--- config.mk ---
export PLATFORM = sky130hd
export DESIGN_NAME = frame_decoder_mc
export DESIGN_NICKNAME = d
export VERILOG_FILES = /design/src/rtl/bus_pkg.sv /design/src/rtl/decoder_fifo.sv /design/src/rtl/frame_decoder_mc.sv
export SDC_FILE = /design/constraint.sdc
export NUM_CORES = 1
export LEC_CHECK = 0
export BUFFER_PORTS_ARGS = -buffer_cell sky130_fd_sc_hd__buf_2
export CAP_MARGIN = 20
export CORE_AREA = 2 2 130 132
export CTS_CLUSTER_SIZE = 40
export DETAILED_ROUTE_END_ITERATION = 7
export DIE_AREA = 0 0 132 134
export PLACE_DENSITY = 0.8
export SETUP_SLACK_MARGIN = 0.05
export SYNTH_ARGS = -nofsm -noshare
export SYNTH_HDL_FRONTEND = slang
export SYNTH_SLANG_ARGS = --single-unit
--- constraint.sdc ---
create_clock -name clk_i -period 3.42 [get_ports clk_i]
set_input_delay 0.684 -clock clk_i [delete_from_list [all_inputs] [get_ports clk_i]]
set_output_delay 0.684 -clock clk_i [all_outputs]
set_load 0.05 [all_outputs]
--- src/rtl/bus_pkg.sv ---
// Shared bus types: serial frame layout, decoder error codes and queue entry.
package bus_pkg;

  localparam int unsigned ADDR_WIDTH = 16;
  localparam int unsigned DATA_WIDTH = 8;
  // Wide enough for the largest legal channel count (8).
  localparam int unsigned CH_IDX_W   = 3;

  typedef enum logic [1:0] {
    CMD_READ        = 2'd0,
    CMD_WRITE       = 2'd1,
    CMD_SPLIT_START = 2'd2,
    CMD_SPLIT_CONT  = 2'd3
  } cmd_e;

  typedef struct packed {
    logic                  start;
    cmd_e                  cmd;
    logic [ADDR_WIDTH-1:0] addr;
    logic [DATA_WIDTH-1:0] data;
    logic                  stop;
  } serial_frame_t;

  typedef enum logic [1:0] {
    DEC_ERR_PARITY  = 2'd0,
    DEC_ERR_START   = 2'd1,
    DEC_ERR_STOP    = 2'd2,
    DEC_ERR_OVERRUN = 2'd3
  } dec_err_e;

  typedef struct packed {
    logic [CH_IDX_W-1:0]   ch;
    cmd_e                  cmd;
    logic [ADDR_WIDTH-1:0] addr;
    logic [DATA_WIDTH-1:0] data;
  } dec_entry_t;

  // Commands that carry write data.
  function automatic logic is_write(cmd_e cmd);
    return (cmd == CMD_WRITE) || (cmd == CMD_SPLIT_START);
  endfunction

endpackage

--- src/rtl/decoder_fifo.sv ---
// Synchronous FIFO of decoded entries with wrap-around pointers.
module decoder_fifo
  import bus_pkg::*;
#(
  parameter int unsigned DEPTH = 4,
  localparam int unsigned AW   = $clog2(DEPTH)
) (
  input  logic       clk_i,
  input  logic       rst_ni,
  input  logic       push_i,
  input  dec_entry_t wdata_i,
  input  logic       pop_i,
  output dec_entry_t rdata_o,
  output logic [AW:0] count_o,
  output logic       full_o,
  output logic       empty_o
);

  dec_entry_t        mem_q [DEPTH];
  logic [AW-1:0]     wptr_q, rptr_q;
  logic [AW:0]       cnt_q;
  logic              push_ok, pop_ok;

  assign full_o  = (cnt_q == (AW+1)'(DEPTH));
  assign empty_o = (cnt_q == '0);
  assign count_o = cnt_q;
  assign rdata_o = mem_q[rptr_q];

  // A push into a full FIFO is legal only alongside a pop.
  assign pop_ok  = pop_i && !empty_o;
  assign push_ok = push_i && (!full_o || pop_ok);

  // Pointer and occupancy update.
  always_ff @(posedge clk_i or negedge rst_ni) begin
    if (!rst_ni) begin
      wptr_q <= '0;
      rptr_q <= '0;
      cnt_q  <= '0;
    end else begin
      if (push_ok) wptr_q <= wptr_q + 1'b1;
      if (pop_ok)  rptr_q <= rptr_q + 1'b1;
      if (push_ok && !pop_ok)      cnt_q <= cnt_q + 1'b1;
      else if (pop_ok && !push_ok) cnt_q <= cnt_q - 1'b1;
    end
  end

  // Storage; contents are don't-care until written.
  always_ff @(posedge clk_i) begin
    if (push_ok) mem_q[wptr_q] <= wdata_i;
  end

endmodule

--- src/rtl/frame_decoder_mc.sv ---
// Multi-channel frame decoder: per-channel check and hold, round-robin merge
// into a queue, per-channel error pulses and saturating statistics.
module frame_decoder_mc
  import bus_pkg::*;
#(
  parameter int unsigned NUM_CH     = 2,
  parameter int unsigned FIFO_DEPTH = 4,
  parameter int unsigned CNT_WIDTH  = 8,
  parameter int unsigned CH_W       = (NUM_CH > 1) ? $clog2(NUM_CH) : 1
) (
  input  logic                          clk_i,
  input  logic                          rst_ni,
  input  logic          [NUM_CH-1:0]    frame_valid_i,
  input  serial_frame_t [NUM_CH-1:0]    frame_i,
  input  logic          [NUM_CH-1:0]    parity_err_i,
  output logic                          valid_o,
  input  logic                          ready_i,
  output logic          [CH_W-1:0]      ch_o,
  output cmd_e                          cmd_o,
  output logic          [ADDR_WIDTH-1:0] addr_o,
  output logic          [DATA_WIDTH-1:0] wdata_o,
  output logic                          we_o,
  output logic          [NUM_CH-1:0]    err_o,
  output dec_err_e      [NUM_CH-1:0]    err_code_o,
  input  logic                          clr_cnt_i,
  output logic          [CNT_WIDTH-1:0] frame_cnt_o,
  output logic          [CNT_WIDTH-1:0] err_cnt_o
);

  localparam int unsigned AW   = $clog2(FIFO_DEPTH);
  localparam int unsigned SumW = CNT_WIDTH + 4;

  typedef enum logic {StEmpty, StFull} hold_st_e;

  hold_st_e   [NUM_CH-1:0] hold_st_q;
  dec_entry_t [NUM_CH-1:0] hold_q;
  dec_entry_t [NUM_CH-1:0] new_entry;
  logic       [NUM_CH-1:0] good, err_d, err_q, gnt_vec;
  dec_err_e   [NUM_CH-1:0] code_d, code_q;
  logic       [CH_W-1:0]   rr_q, gnt_idx;
  logic                    gnt_valid, can_push, pop;
  int unsigned             idx;
  dec_entry_t              fifo_rdata, head;
  logic       [AW:0]       fifo_cnt;
  logic                    fifo_full, fifo_empty;
  logic [CNT_WIDTH-1:0]    frame_cnt_q, err_cnt_q, err_cnt_d;
  logic [SumW-1:0]         err_sum;
  logic                    unused_bits;

  assign pop      = valid_o && ready_i;
  assign can_push = !fifo_full || pop;

  // Round-robin grant starting at rr_q; only when the queue can take it.
  always_comb begin
    gnt_valid = 1'b0;
    gnt_idx   = '0;
    gnt_vec   = '0;
    idx       = 0;
    for (int unsigned i = 0; i < NUM_CH; i++) begin
      idx = (32'(rr_q) + i) % NUM_CH;
      if (!gnt_valid && can_push && hold_st_q[idx] == StFull) begin
        gnt_valid    = 1'b1;
        gnt_idx      = CH_W'(idx);
        gnt_vec[idx] = 1'b1;
      end
    end
  end

  // Per-channel validation; overrun pre-empts the frame checks.
  always_comb begin
    for (int unsigned c = 0; c < NUM_CH; c++) begin
      good[c]      = 1'b0;
      err_d[c]     = 1'b0;
      code_d[c]    = DEC_ERR_PARITY;
      new_entry[c] = '{ch: CH_IDX_W'(c), cmd: frame_i[c].cmd,
                       addr: frame_i[c].addr, data: frame_i[c].data};
      if (frame_valid_i[c]) begin
        err_d[c] = 1'b1;
        if (hold_st_q[c] == StFull && !gnt_vec[c]) code_d[c] = DEC_ERR_OVERRUN;
        else if (parity_err_i[c])                  code_d[c] = DEC_ERR_PARITY;
        else if (!frame_i[c].start)                code_d[c] = DEC_ERR_START;
        else if (!frame_i[c].stop)                 code_d[c] = DEC_ERR_STOP;
        else begin
          err_d[c] = 1'b0;
          good[c]  = 1'b1;
        end
      end
    end
  end

  // Hold register FSM per channel; a new frame wins over a same-cycle grant.
  always_ff @(posedge clk_i or negedge rst_ni) begin
    if (!rst_ni) begin
      for (int unsigned c = 0; c < NUM_CH; c++) hold_st_q[c] <= StEmpty;
      hold_q <= '0;
    end else begin
      for (int unsigned c = 0; c < NUM_CH; c++) begin
        if (good[c]) begin
          hold_st_q[c] <= StFull;
          hold_q[c]    <= new_entry[c];
        end else if (gnt_vec[c]) begin
          hold_st_q[c] <= StEmpty;
        end
      end
    end
  end

  // Round-robin pointer moves past the granted channel.
  always_ff @(posedge clk_i or negedge rst_ni) begin
    if (!rst_ni)        rr_q <= '0;
    else if (gnt_valid) rr_q <= (32'(gnt_idx) + 1 == NUM_CH) ? '0 : gnt_idx + 1'b1;
  end

  // Registered error pulses and codes.
  always_ff @(posedge clk_i or negedge rst_ni) begin
    if (!rst_ni) begin
      err_q  <= '0;
      code_q <= '0;
    end else begin
      err_q  <= err_d;
      code_q <= code_d;
    end
  end

  // Saturating error accumulation.
  always_comb begin
    err_sum = SumW'(err_cnt_q) + SumW'($countones(err_d));
    if (err_sum > SumW'({CNT_WIDTH{1'b1}})) err_cnt_d = '1;
    else                                   err_cnt_d = CNT_WIDTH'(err_sum);
  end

  // Statistics counters; clear overrides increments.
  always_ff @(posedge clk_i or negedge rst_ni) begin
    if (!rst_ni) begin
      frame_cnt_q <= '0;
      err_cnt_q   <= '0;
    end else if (clr_cnt_i) begin
      frame_cnt_q <= '0;
      err_cnt_q   <= '0;
    end else begin
      if (gnt_valid && frame_cnt_q != '1) frame_cnt_q <= frame_cnt_q + 1'b1;
      err_cnt_q <= err_cnt_d;
    end
  end

  decoder_fifo #(
    .DEPTH (FIFO_DEPTH)
  ) u_fifo (
    .clk_i   (clk_i),
    .rst_ni  (rst_ni),
    .push_i  (gnt_valid),
    .wdata_i (hold_q[gnt_idx]),
    .pop_i   (pop),
    .rdata_o (fifo_rdata),
    .count_o (fifo_cnt),
    .full_o  (fifo_full),
    .empty_o (fifo_empty)
  );

  // Head fields read as zero whenever the queue is empty.
  always_comb begin
    head = fifo_empty ? '0 : fifo_rdata;
  end

  assign valid_o     = !fifo_empty;
  assign ch_o        = CH_W'(head.ch);
  assign cmd_o       = head.cmd;
  assign addr_o      = head.addr;
  assign wdata_o     = head.data;
  assign we_o        = is_write(head.cmd);
  assign err_o       = err_q;
  assign err_code_o  = code_q;
  assign frame_cnt_o = frame_cnt_q;
  assign err_cnt_o   = err_cnt_q;
  assign unused_bits = ^{fifo_cnt, head.ch};

endmodule

==> impl_metrics.env, run 1 <==
export IMPL_place_congestion=0.7554
export IMPL_peakVddDrop_v=0.0004477
export IMPL_seq_area_frac_synth_pct=67.22
export IMPL_cp_depth=4
export IMPL_cts_htree_levels=4
export IMPL_num_vias=4365
export IMPL_synth_ff_type="edfxtp_1"
export IMPL_cts_setup_buffers=0
export IMPL_finalSetupTns_ns=0
export IMPL_r2r_slack_ns=0.74
export IMPL_cts_hold_fix_buffers=0
export IMPL_num_rows=47
export IMPL_cts_root_buffer="clkbuf_16"
export IMPL_p_int_mw=4.954
export IMPL_grt_busiest_layer="met2"
export IMPL_ys_seq_elements=193
export IMPL_clkPwrFrac_pct=27.2
export IMPL_startpoint="u_fifo.rptr_q[0]"
export IMPL_hp_class="primary input to asynchronous set/reset pin"
export IMPL_fin_crit_ns=2.952
export IMPL_dr_pass1_iters=5
export IMPL_antenna_found_initial=1
export IMPL_start_util_pct=49.04
export IMPL_power_frac_seq_pct=40.1
export IMPL_yosys_area_share_simple_pct=6.641
export IMPL_synth_distinct_cells=50
export IMPL_grt_pass1_vias=4796
export IMPL_clkTransAtPathRegs_ns=0.06
export IMPL_placed_cell_area_sq_mm=0.008808
export IMPL_synth_edf_count=108
export IMPL_relSlewSlack_pct=36.48
export IMPL_synth_warnings=0
export IMPL_async_flop_share_pct=44.04
export IMPL_die_w_um=132
export IMPL_place_hpwl_um=9882
export IMPL_synth_top_area_share_pct=40.60
export IMPL_startpoint_type="register"
export IMPL_mostFrequentLayoutCells="buf_2 (113), edfxtp_1 (108), dfrtp_1 (84)"
export IMPL_port_buffers=114
export IMPL_crit_path_max_incr_delay_ns=0.60
export IMPL_drc_errors=0
export IMPL_finalHoldViolCount=0
export IMPL_avgSynthCellArea_sq_um=17.14
export IMPL_drv_slew=0
export IMPL_cts_sinks=193
export IMPL_globalRoute_totalOverflow=0
export IMPL_grt_usage_pct=18.82
export IMPL_cts_tree="yes"
export IMPL_endpoint_kind="output pin"
export IMPL_insertion_delay_ns=0.44
export IMPL_diodes=0
export IMPL_synthXorXnorAreaFrac_pct=1.096
export IMPL_synth_fp_nets=539
export IMPL_critPathSlowestCell="dfrtp_2"
export IMPL_use_met1_pct=22.86
export IMPL_clock_fmax_mhz=338.7
export IMPL_cts_resized=0
export IMPL_nNetsFinal=662
export IMPL_fin_area_sq_mm=0.009454
export IMPL_synth_top_family_by_area="multiplexers"
export IMPL_crit_reg2reg_launch="u_fifo.count_o[1]"
export IMPL_power_switching_mw=2.633
export IMPL_path_delay_family="flip-flops"
export IMPL_die_y_um=134
export IMPL_post_route_util_pct=58.04
export IMPL_post_route_period_util_pct=86.33
export IMPL_final_common_cell="buf_2"
export IMPL_combPwrFrac_pct=32.8
export IMPL_worstPathCellList="buf_4 > mux4_2 > and2_1 > buf_2"
export IMPL_drive_gt1_share_pct=41.53
export IMPL_synthToLayoutAreaGrowth_pct=18.34
export IMPL_required_ns=2.74
export IMPL_crit_end="addr_o[4]"
export IMPL_power_per_cell_area_mw_per_mm2=802.5
export IMPL_yosys_area_share_adder_pct=1.597
export IMPL_dieArea_sq_mm=0.01769
export IMPL_coreArea_sq_mm=0.01629
export IMPL_cp_num_buf_inv=2
export IMPL_crit_arrival_ns=2.27
export IMPL_reg2regPathDepth=7
export IMPL_grt_pass1_wl_um=25150
export IMPL_wl_um=15370
export IMPL_worst_pin_slew_ns=0.9505
export IMPL_clock_path_buffers=2
export IMPL_critical_path_class="register to output pin"
export IMPL_synthMuxAreaShare_pct=19.28
export IMPL_grt_max_degree=86
export IMPL_skew_ns=0.01232
export IMPL_gr_usage_met2_pct=31.83
export IMPL_p_leak_nw=3.775
export IMPL_n_fill_cell=1253
export IMPL_drtAntennaViolNets=0
export IMPL_pin_count=115
export IMPL_grt_use_met3_pct=6.463
export IMPL_wl_per_cell_um=18.70
export IMPL_r2r_end="err_cnt_o[5]"
export IMPL_grt_setup_unrepaired="false"
export IMPL_routed_via_density=5.310
export IMPL_hold_slack_ns=0.1405
export IMPL_cts_made_buffers=17
export IMPL_path_max_fanout=12
export IMPL_sw_frac_of_total_pct=34.70
export IMPL_synth_compound_area_share_pct=2.569
export IMPL_drt_iter0_markers=361
export IMPL_synth_area_top_cells="edfxtp_1 (41%), dfrtp_1 (27%), mux2_2 (8.6%)"
export IMPL_design_power_total_mw=7.587
export IMPL_outcome="completed"
export IMPL_synth_top_area_cell="edfxtp_1"
export IMPL_postSynthCellCount=466
export IMPL_finalSetupViolations=0
export IMPL_synthesis_area_sq_mm=0.007989
export IMPL_max_cap_violations=0
-- how the worst min path moves through the flow --
stage | to | start | cells past startpoint
after floorplan | err_cnt_o[0] | rst_ni | 0
after global placement | hold_q[55] | hold_q[55] | 2
after detailed placement | hold_q[55] | hold_q[55] | 2
after CTS | hold_q[16] | frame_i[17] | 2
after global routing | hold_q[4] | rst_ni | 1
final | hold_q[3] | rst_ni | 1
-- cells in the mapped netlist (4+ instances only) --
cell / instances
xor2_1: 5
dfrtp_1: 85
mux4_2: 27
clkbuf_1: 6
o21a_1: 5
a21oi_1: 8
buf_4: 4
nand3_1: 6
nand2_1: 7
and2_1: 34
edfxtp_1: 108
xnor2_1: 5
o21ai_0: 4
mux2_2: 61
nor2b_1: 4
inv_1: 8
ha_1: 7
mux2_1: 20
nor2_1: 13
nor3_1: 4
-- layout make-up --
type	count	area (sq um)	area share (%)
multi-input combinational	248	2501	26.46
tap	220	275.3	2.912
timing repair buffer	121	658.1	6.961
clock inverter	13	185.2	1.959
inverter	8	30.03	0.3176
clock buffer	19	432.9	4.579
sequential	193	5371	56.82
-- cells by family (layout without fill, tap and decap cells) --
kind of cell,Yosys count,after routing
mux,110,110
buf+inv,25,161
xor+xnor,10,10
simple gates,88,88
compound gates,31,31
flops,193,193
fa+ha+maj,9,9
-- sequential cells by signal, summed over array words and instances, names as in the netlist --
| signal | flops |
|---|---|
| u_fifo.mem_q | 108 |
| hold_q | 53 |
| err_cnt_o | 8 |
| frame_cnt_o | 8 |
| err_code_o | 4 |
| u_fifo.count_o | 3 |
| err_o | 2 |
| hold_st_q | 2 |
| u_fifo.rptr_q | 2 |
| u_fifo.wptr_q | 2 |
| rr_q | 1 |
-- metrics by stage --
stage,setup WS [ns],std cells
4_1_cts,0.4045,821
3_3_place_gp,0.6873,789
5_1_grt,0.3286,822
6_report,0.4676,822
3_5_place_dp,0.4404,789
2_1_floorplan,0.9445,466
-- worst reg2reg max path: cells and delay by family, from the launching register on --
kind | cells | cell delay (ns)
simple gates | 2 | 0.77
compound gates | 3 | 0.74
fa+ha+maj | 2 | 0.64
flops | 1 | 0.45
-- power by group through the flow --
stage          Sequential (mW)  Combinational (mW)  Clock, mW
6_report                  3.04                2.49       2.06
5_1_grt                   3.08                2.66       2.20
3_5_place_dp              3.09                2.51          0
4_1_cts                   3.04                2.52       2.10
2_1_floorplan             3.02                1.94          0
3_3_place_gp              3.06                2.46          0
-- metal layers --
metal,part of all wire (%),vias up,wire length [um]
li1,-,2009,-
met3,6.6,14,1015
met1,41,2215,6315
met5,0.085,-,13
met2,51,125,7915
met4,0.73,2,112
Note: power is estimated with default switching activity, not from simulation.
==> inputs of run 2 (changes only) <==
--- a/config.mk
+++ b/config.mk
@@ -5,12 +5,14 @@
 export SDC_FILE = /design/constraint.sdc
 export NUM_CORES = 1
 export LEC_CHECK = 0
+export ABC_AREA = 1
 export BUFFER_PORTS_ARGS = -buffer_cell sky130_fd_sc_hd__buf_2
 export CAP_MARGIN = 20
-export CORE_AREA = 2 2 130 132
+export CORE_AREA = 2 2 133 135
 export CTS_CLUSTER_SIZE = 40
 export DETAILED_ROUTE_END_ITERATION = 7
-export DIE_AREA = 0 0 132 134
+export DIE_AREA = 0 0 135 137
+export GPL_TIMING_DRIVEN = 0
 export PLACE_DENSITY = 0.8
 export SETUP_SLACK_MARGIN = 0.05
 export SYNTH_ARGS = -nofsm -noshare
==> run 2 against run 1 <==
Sequential share of layout area shrank 2.6 points. Clock power is essentially flat. Wire length grew 27%. Area after synthesis grew 4.7%. Synthesized cell count grew 80%. Sequential power shrank 3%. Largest power group is now combinational cells. Highest routed layer is now met4.
==> impl_metrics.env, run 2 <==
export IMPL_fin_ws_ns=0.4022
export IMPL_synthesis_area_sq_mm=0.008363
export IMPL_final_seq_area_sq_mm=0.005370
export IMPL_synthToLayoutAreaGrowth_pct=18.34
export IMPL_avgSynthCellArea_sq_um=9.992
export IMPL_endpoint_kind="output pin"
export IMPL_finalHoldViolCount=0
export IMPL_wl_per_cell_um=16.24
export IMPL_num_vias=6422
export IMPL_startpoint="u_fifo.count_o[0]"
export IMPL_synth_distinct_cells=31
export IMPL_reg2regPathDepth=14
export IMPL_hp_class="primary input to asynchronous set/reset pin"
export IMPL_post_route_util_pct=58.03
export IMPL_synthTopCellsByCount="nand2_1 (237), nor2_1 (120), edfxtp_1 (108), dfrtp_1 (85), nand4_1 (56)"
export IMPL_seq_area_frac_synth_pct=64.21
export IMPL_port_buffers=111
export IMPL_synth_most_common_cell="nand2_1"
export IMPL_synth_ff_type="edfxtp_1"
export IMPL_insertion_delay_ns=0.44
export IMPL_top_regs="u_fifo.mem_q: 108 flops, hold_q: 53 flops"
export IMPL_sw_frac_of_total_pct=43.10
export IMPL_diodes=0
export IMPL_critical_path_class="register to output pin"
export IMPL_dieArea_sq_mm=0.01850
export IMPL_r2r_end="err_cnt_o[5]"
export IMPL_place_hpwl_um=13370
export IMPL_place_congestion=0.8734
export IMPL_crit_arrival_ns=2.33
export IMPL_num_rows=48
export IMPL_fin_area_sq_mm=0.009897
export IMPL_finalSetupViolations=0
export IMPL_design_power_total_mw=8.103
export IMPL_crit_end="addr_o[10]"
export IMPL_r2r_slack_ns=0.64
export IMPL_largest_register="u_fifo.mem_q"
export IMPL_ys_seq_elements=193
export IMPL_grt_setup_unrepaired="false"
export IMPL_clkPwrFrac_pct=25.5
export IMPL_globalRoute_totalOverflow=0
export IMPL_relSlewSlack_pct=39.82
export IMPL_clkTransAtPathRegs_ns=0.07
export IMPL_outcome="completed"
export IMPL_drive_gt1_share_pct=19.47
export IMPL_clock_path_buffers=2
export IMPL_dr_pass1_iters=5
export IMPL_mostFrequentLayoutCells="nand2_1 (237), buf_2 (134), nor2_1 (116)"
export IMPL_die_w_um=135
export IMPL_cts_made_buffers=17
export IMPL_synth_top_area_cell="edfxtp_1"
export IMPL_cts_sinks=193
export IMPL_fin_crit_ns=3.018
export IMPL_path_max_fanout=10
export IMPL_multi_input_area_sq_mm=0.002663
export IMPL_synth_warnings=0
export IMPL_coreArea_sq_mm=0.01706
export IMPL_startpoint_type="register"
export IMPL_grt_pass1_vias=6293
export IMPL_max_cap_violations=0
export IMPL_power_per_cell_area_mw_per_mm2=818.8
export IMPL_grt_usage_pct=21.79
export IMPL_crit_reg2reg_launch="u_fifo.count_o[1]"
export IMPL_drv_slew=0
export IMPL_grt_max_degree=67
export IMPL_required_ns=2.74
export IMPL_synth_top_area_share_pct=38.78
export IMPL_postSynthCellCount=837
export IMPL_post_route_period_util_pct=88.24
export IMPL_clock_fmax_mhz=331.4
export IMPL_skew_ns=0.01188
export IMPL_nNetsFinal=1041
export IMPL_drc_errors=0
export IMPL_hold_slack_ns=0.1255
export IMPL_cts_setup_buffers=0
export IMPL_pin_count=115
export IMPL_routed_via_density=5.325
export IMPL_async_flop_share_pct=44.04
export IMPL_cts_htree_levels=4
export IMPL_p_int_mw=4.611
export IMPL_cts_root_buffer="clkbuf_16"
export IMPL_synth_area_top_cells="edfxtp_1 (39%), dfrtp_1 (25%), nand2_1 (11%)"
export IMPL_cts_resized=0
export IMPL_cts_hold_fix_buffers=0
export IMPL_largest_reg_flops=108
export IMPL_p_leak_nw=4.462
export IMPL_synth_fp_nets=910
export IMPL_power_frac_seq_pct=36.3
export IMPL_synth_edf_count=108
export IMPL_start_util_pct=49.03
export IMPL_dp_slack_ns=0.2985
export IMPL_grt_pass1_wl_um=31040
export IMPL_wl_um=19580
export IMPL_antenna_found_initial=0
export IMPL_die_y_um=137
export IMPL_combPwrFrac_pct=38.2
export IMPL_power_switching_mw=3.493
export IMPL_final_common_cell="nand2_1"
export IMPL_placed_cell_area_sq_mm=0.009260
export IMPL_drt_iter0_markers=658
export IMPL_peakVddDrop_v=0.0005301
export IMPL_worst_pin_slew_ns=0.9006
export IMPL_drtAntennaViolNets=0
export IMPL_n_fill_cell=1396
export IMPL_cts_tree="yes"
[run 2: cells by family (layout without fill, tap and decap cells)]
family          Yosys count  count (layout)  synth area share (%)
simple gates            448             448                 23.10
flops                   193             193                 64.21
mux                       1               1                0.1346
fa+ha+maj                 9               9                 1.526
buf+inv                  82             226                 4.309
compound gates           93              93                 5.566
xor+xnor                 11              11                 1.152
[run 2: area by class of cell]
class | instances | area share (%)
timing repair buffer | 112 | 5.917
clock inverter | 15 | 2.137
tap | 225 | 2.845
sequential | 193 | 54.26
clock buffer | 17 | 4.298
multi-input combinational | 562 | 26.90
buffer | 43 | 2.162
inverter | 39 | 1.479
[run 2: power by group through the flow]
stage	combinational (mW)	sequential (mW)	clock, mW
after floorplan	2.21	2.98	0
after global placement	3.00	2.97	0
after detailed placement	3.08	2.98	0
after CTS	3.11	2.94	2.08
after global routing	3.36	2.97	2.18
final	3.10	2.94	2.07
[run 2: worst max-delay path: stages, from the launching register on]
cell and delay, ns:
dfrtp_1 0.41, nor2_1 0.09, nand2_1 0.16, clkinv_1 0.28
clkbuf_1 0.33, a21oi_1 0.32, buf_2 0.32
[run 2: routing by layer]
| metal | wire [um] | vias to the layer above | share of wire (%) | track usage (%) |
|---|---|---|---|---|
| met1 | 8177 | 3045 | 42 | 29.10 |
| met3 | 1464 | 34 | 7.5 | 4.222 |
| met5 | 0 | - | 0 | 0 |
| met2 | 9641 | 262 | 49 | 36.24 |
| met4 | 298 | 0 | 1.5 | 7.060 |
| li1 | - | 3081 | - | - |
[run 2: worst min-delay path by stage]
| stage | cells after the start | end | startpoint |
|---|---|---|---|
| finish | 1 | err_cnt_o[4] | rst_ni |
| global route | 1 | err_cnt_o[4] | rst_ni |
| CTS | 1 | hold_q[7] | rst_ni |
| detailed placement | 2 | hold_q[29] | hold_q[29] |
| global placement | 2 | hold_q[55] | hold_q[55] |
| floorplan | 0 | err_cnt_o[0] | rst_ni |
[run 2: stage by stage]
step                      instances  TNS (ns)
final                          1206         0
after global routing           1206         0
after CTS                      1206         0
after detailed placement       1174         0
after global placement         1173    -5.270
after floorplan                 837         0
==> inputs of run 3 (changes only) <==
--- a/config.mk
+++ b/config.mk
@@ -9,6 +9,7 @@
 export BUFFER_PORTS_ARGS = -buffer_cell sky130_fd_sc_hd__buf_2
 export CAP_MARGIN = 20
 export CORE_AREA = 2 2 133 135
+export CTS_BUF_LIST = sky130_fd_sc_hd__clkbuf_2 sky130_fd_sc_hd__clkbuf_4 sky130_fd_sc_hd__clkbuf_8
 export CTS_CLUSTER_SIZE = 40
 export DETAILED_ROUTE_END_ITERATION = 7
 export DIE_AREA = 0 0 135 137
==> run 3 against run 2 <==
Clock skew is 0.0068 ns higher. Sequential power hardly changed. Via count is 0.61% lower. Die area did not move. Register-to-register slack lost 0.02 ns. Final area down 1.9%. Wire length decreased by 1.5%. Worst hold slack worse by 0.038 ns. Worst setup slack got worse by 0.048 ns. Power shrank 6.3%.
==> impl_metrics.env, run 3 (synthesis gave the netlist of run 2 again) <==
export IMPL_wl_per_cell_um=15.99
export IMPL_grt_pass1_wl_um=30690
export IMPL_drive_gt1_share_pct=19.47
export IMPL_drt_iter0_markers=616
export IMPL_cts_root_buffer="clkbuf_8"
export IMPL_num_vias=6383
export IMPL_routed_via_density=5.293
export IMPL_path_max_fanout=10
export IMPL_grt_setup_unrepaired="false"
export IMPL_port_buffers=111
export IMPL_cts_resized=0
export IMPL_critical_path_class="register to output pin"
export IMPL_place_hpwl_um=13370
export IMPL_power_frac_seq_pct=38.7
export IMPL_placed_cell_area_sq_mm=0.009260
export IMPL_grt_max_degree=67
export IMPL_skew_ns=0.01869
export IMPL_path_delay_family="buffers and inverters"
export IMPL_coreArea_sq_mm=0.01706
export IMPL_largest_register="u_fifo.mem_q"
export IMPL_die_y_um=137
export IMPL_cts_hold_fix_buffers=0
export IMPL_fin_area_sq_mm=0.009706
export IMPL_place_congestion=0.8734
export IMPL_drv_slew=0
export IMPL_antenna_found_initial=0
export IMPL_drc_errors=0
export IMPL_crit_reg2reg_launch="u_fifo.count_o[1]"
export IMPL_crit_path_max_incr_delay_ns=0.42
export IMPL_required_ns=2.74
export IMPL_finalHoldViolCount=0
export IMPL_clock_fmax_mhz=326.2
export IMPL_drtAntennaViolNets=0
export IMPL_cts_setup_buffers=0
export IMPL_diodes=0
export IMPL_r2r_slack_ns=0.62
export IMPL_reg2regPathDepth=14
export IMPL_dr_pass1_iters=5
export IMPL_dieArea_sq_mm=0.01850
export IMPL_max_cap_violations=0
export IMPL_wl_um=19290
export IMPL_cp_depth=6
export IMPL_clkTransAtPathRegs_ns=0.12
export IMPL_relSlewSlack_pct=39.37
export IMPL_cp_num_buf_inv=3
export IMPL_placedCellCount=1174
export IMPL_mostFrequentLayoutCells="nand2_1 (237), buf_2 (134), nor2_1 (116)"
export IMPL_finalSetupViolations=0
export IMPL_combPwrFrac_pct=40.6
export IMPL_outcome="completed"
export IMPL_p_leak_nw=4.374
export IMPL_num_rows=48
export IMPL_cts_made_buffers=17
export IMPL_r2r_end="err_cnt_o[5]"
export IMPL_synthToLayoutAreaGrowth_pct=16.05
export IMPL_worst_pin_slew_ns=0.9074
export IMPL_power_switching_mw=3.417
export IMPL_start_util_pct=49.03
export IMPL_grt_usage_pct=21.52
export IMPL_nNetsFinal=1041
export IMPL_p_int_mw=4.180
export IMPL_hp_class="primary input to asynchronous set/reset pin"
export IMPL_hold_slack_ns=0.08721
export IMPL_top_regs="u_fifo.mem_q: 108 flops, hold_q: 53 flops"
export IMPL_grt_pass1_vias=6174
export IMPL_sw_frac_of_total_pct=44.98
export IMPL_globalRoute_totalOverflow=0
export IMPL_stdcell_count=1206
export IMPL_post_route_util_pct=56.90
export IMPL_startpoint_type="register"
export IMPL_final_common_cell="nand2_1"
export IMPL_pin_count=115
export IMPL_largest_reg_flops=108
export IMPL_post_route_period_util_pct=89.64
export IMPL_cts_sinks=193
export IMPL_startpoint="u_fifo.count_o[0]"
export IMPL_clock_path_buffers=2
export IMPL_endpoint_kind="output pin"
export IMPL_cts_htree_levels=4
export IMPL_cts_tree="yes"
export IMPL_worstPathCellList="nor2_1 > nand2_1 > clkinv_1 > clkbuf_1 > a21oi_1 > buf_2"
export IMPL_fin_crit_ns=3.066
export IMPL_power_per_cell_area_mw_per_mm2=782.7
export IMPL_die_w_um=135
export IMPL_insertion_delay_ns=0.47
export IMPL_crit_arrival_ns=2.38
export IMPL_clkPwrFrac_pct=20.7
export IMPL_peakVddDrop_v=0.0005287
export IMPL_critPathSlowestCell="dfrtp_1"
export IMPL_crit_end="addr_o[10]"
## run 3: cell counts in the layout (fill, tap and decap cells not counted)
Identical to the previous run, type by type.
## run 3: stage by stage
stage                     power [mW]  TNS (ns)  setup WS [ns]
after floorplan                5.193         0         0.2415
after global placement         5.972    -5.270        -0.1393
after detailed placement       6.066         0         0.2985
after CTS                      7.615         0         0.3187
after global routing           8.000         0         0.1727
final                          7.597         0         0.3543
## run 3: worst min path at each step
stage	start	depth (start not counted)	end	slack, ns
global route	rst_ni	1	err_cnt_o[4]	0.08
global placement	hold_q[55]	2	hold_q[55]	0.44
detailed placement	hold_q[29]	2	hold_q[29]	0.46
CTS	rst_ni	1	hold_q[7]	0.08
floorplan	rst_ni	0	err_cnt_o[0]	0.39
finish	rst_ni	1	hold_q[7]	0.09
## run 3: power groups by stage
stage | combinational [mW] | sequential (mW) | clock, mW
2_1_floorplan | 2.21 | 2.98 | 0
3_3_place_gp | 3.00 | 2.97 | 0
3_5_place_dp | 3.08 | 2.98 | 0
4_1_cts | 3.09 | 2.94 | 1.59
5_1_grt | 3.35 | 2.97 | 1.68
6_report | 3.08 | 2.94 | 1.57
## run 3: area by class of cell
class | count | area, sq um
clock inverters | 15 | 211.5
clock buffers | 17 | 234.0
plain buffers | 43 | 214.0
inverters | 39 | 146.4
flip-flops and latches | 193 | 5370
well taps | 225 | 281.5
repair buffers | 112 | 585.6
multi-input cells | 562 | 2663
fillers | 1440 | 7351
## run 3: layer usage
| metal | up-vias | global-route usage (%) | part of all wire [%] | routed length, um |
|---|---|---|---|---|
| li1 | 3084 | - | - | - |
| met3 | 27 | 3.556 | 7.0 | 1358 |
| met2 | 227 | 35.79 | 49 | 9441 |
| met4 | 0 | 7.407 | 1.4 | 266 |
| met1 | 3045 | 28.98 | 43 | 8220 |
| met5 | - | 0 | 0 | 0 |
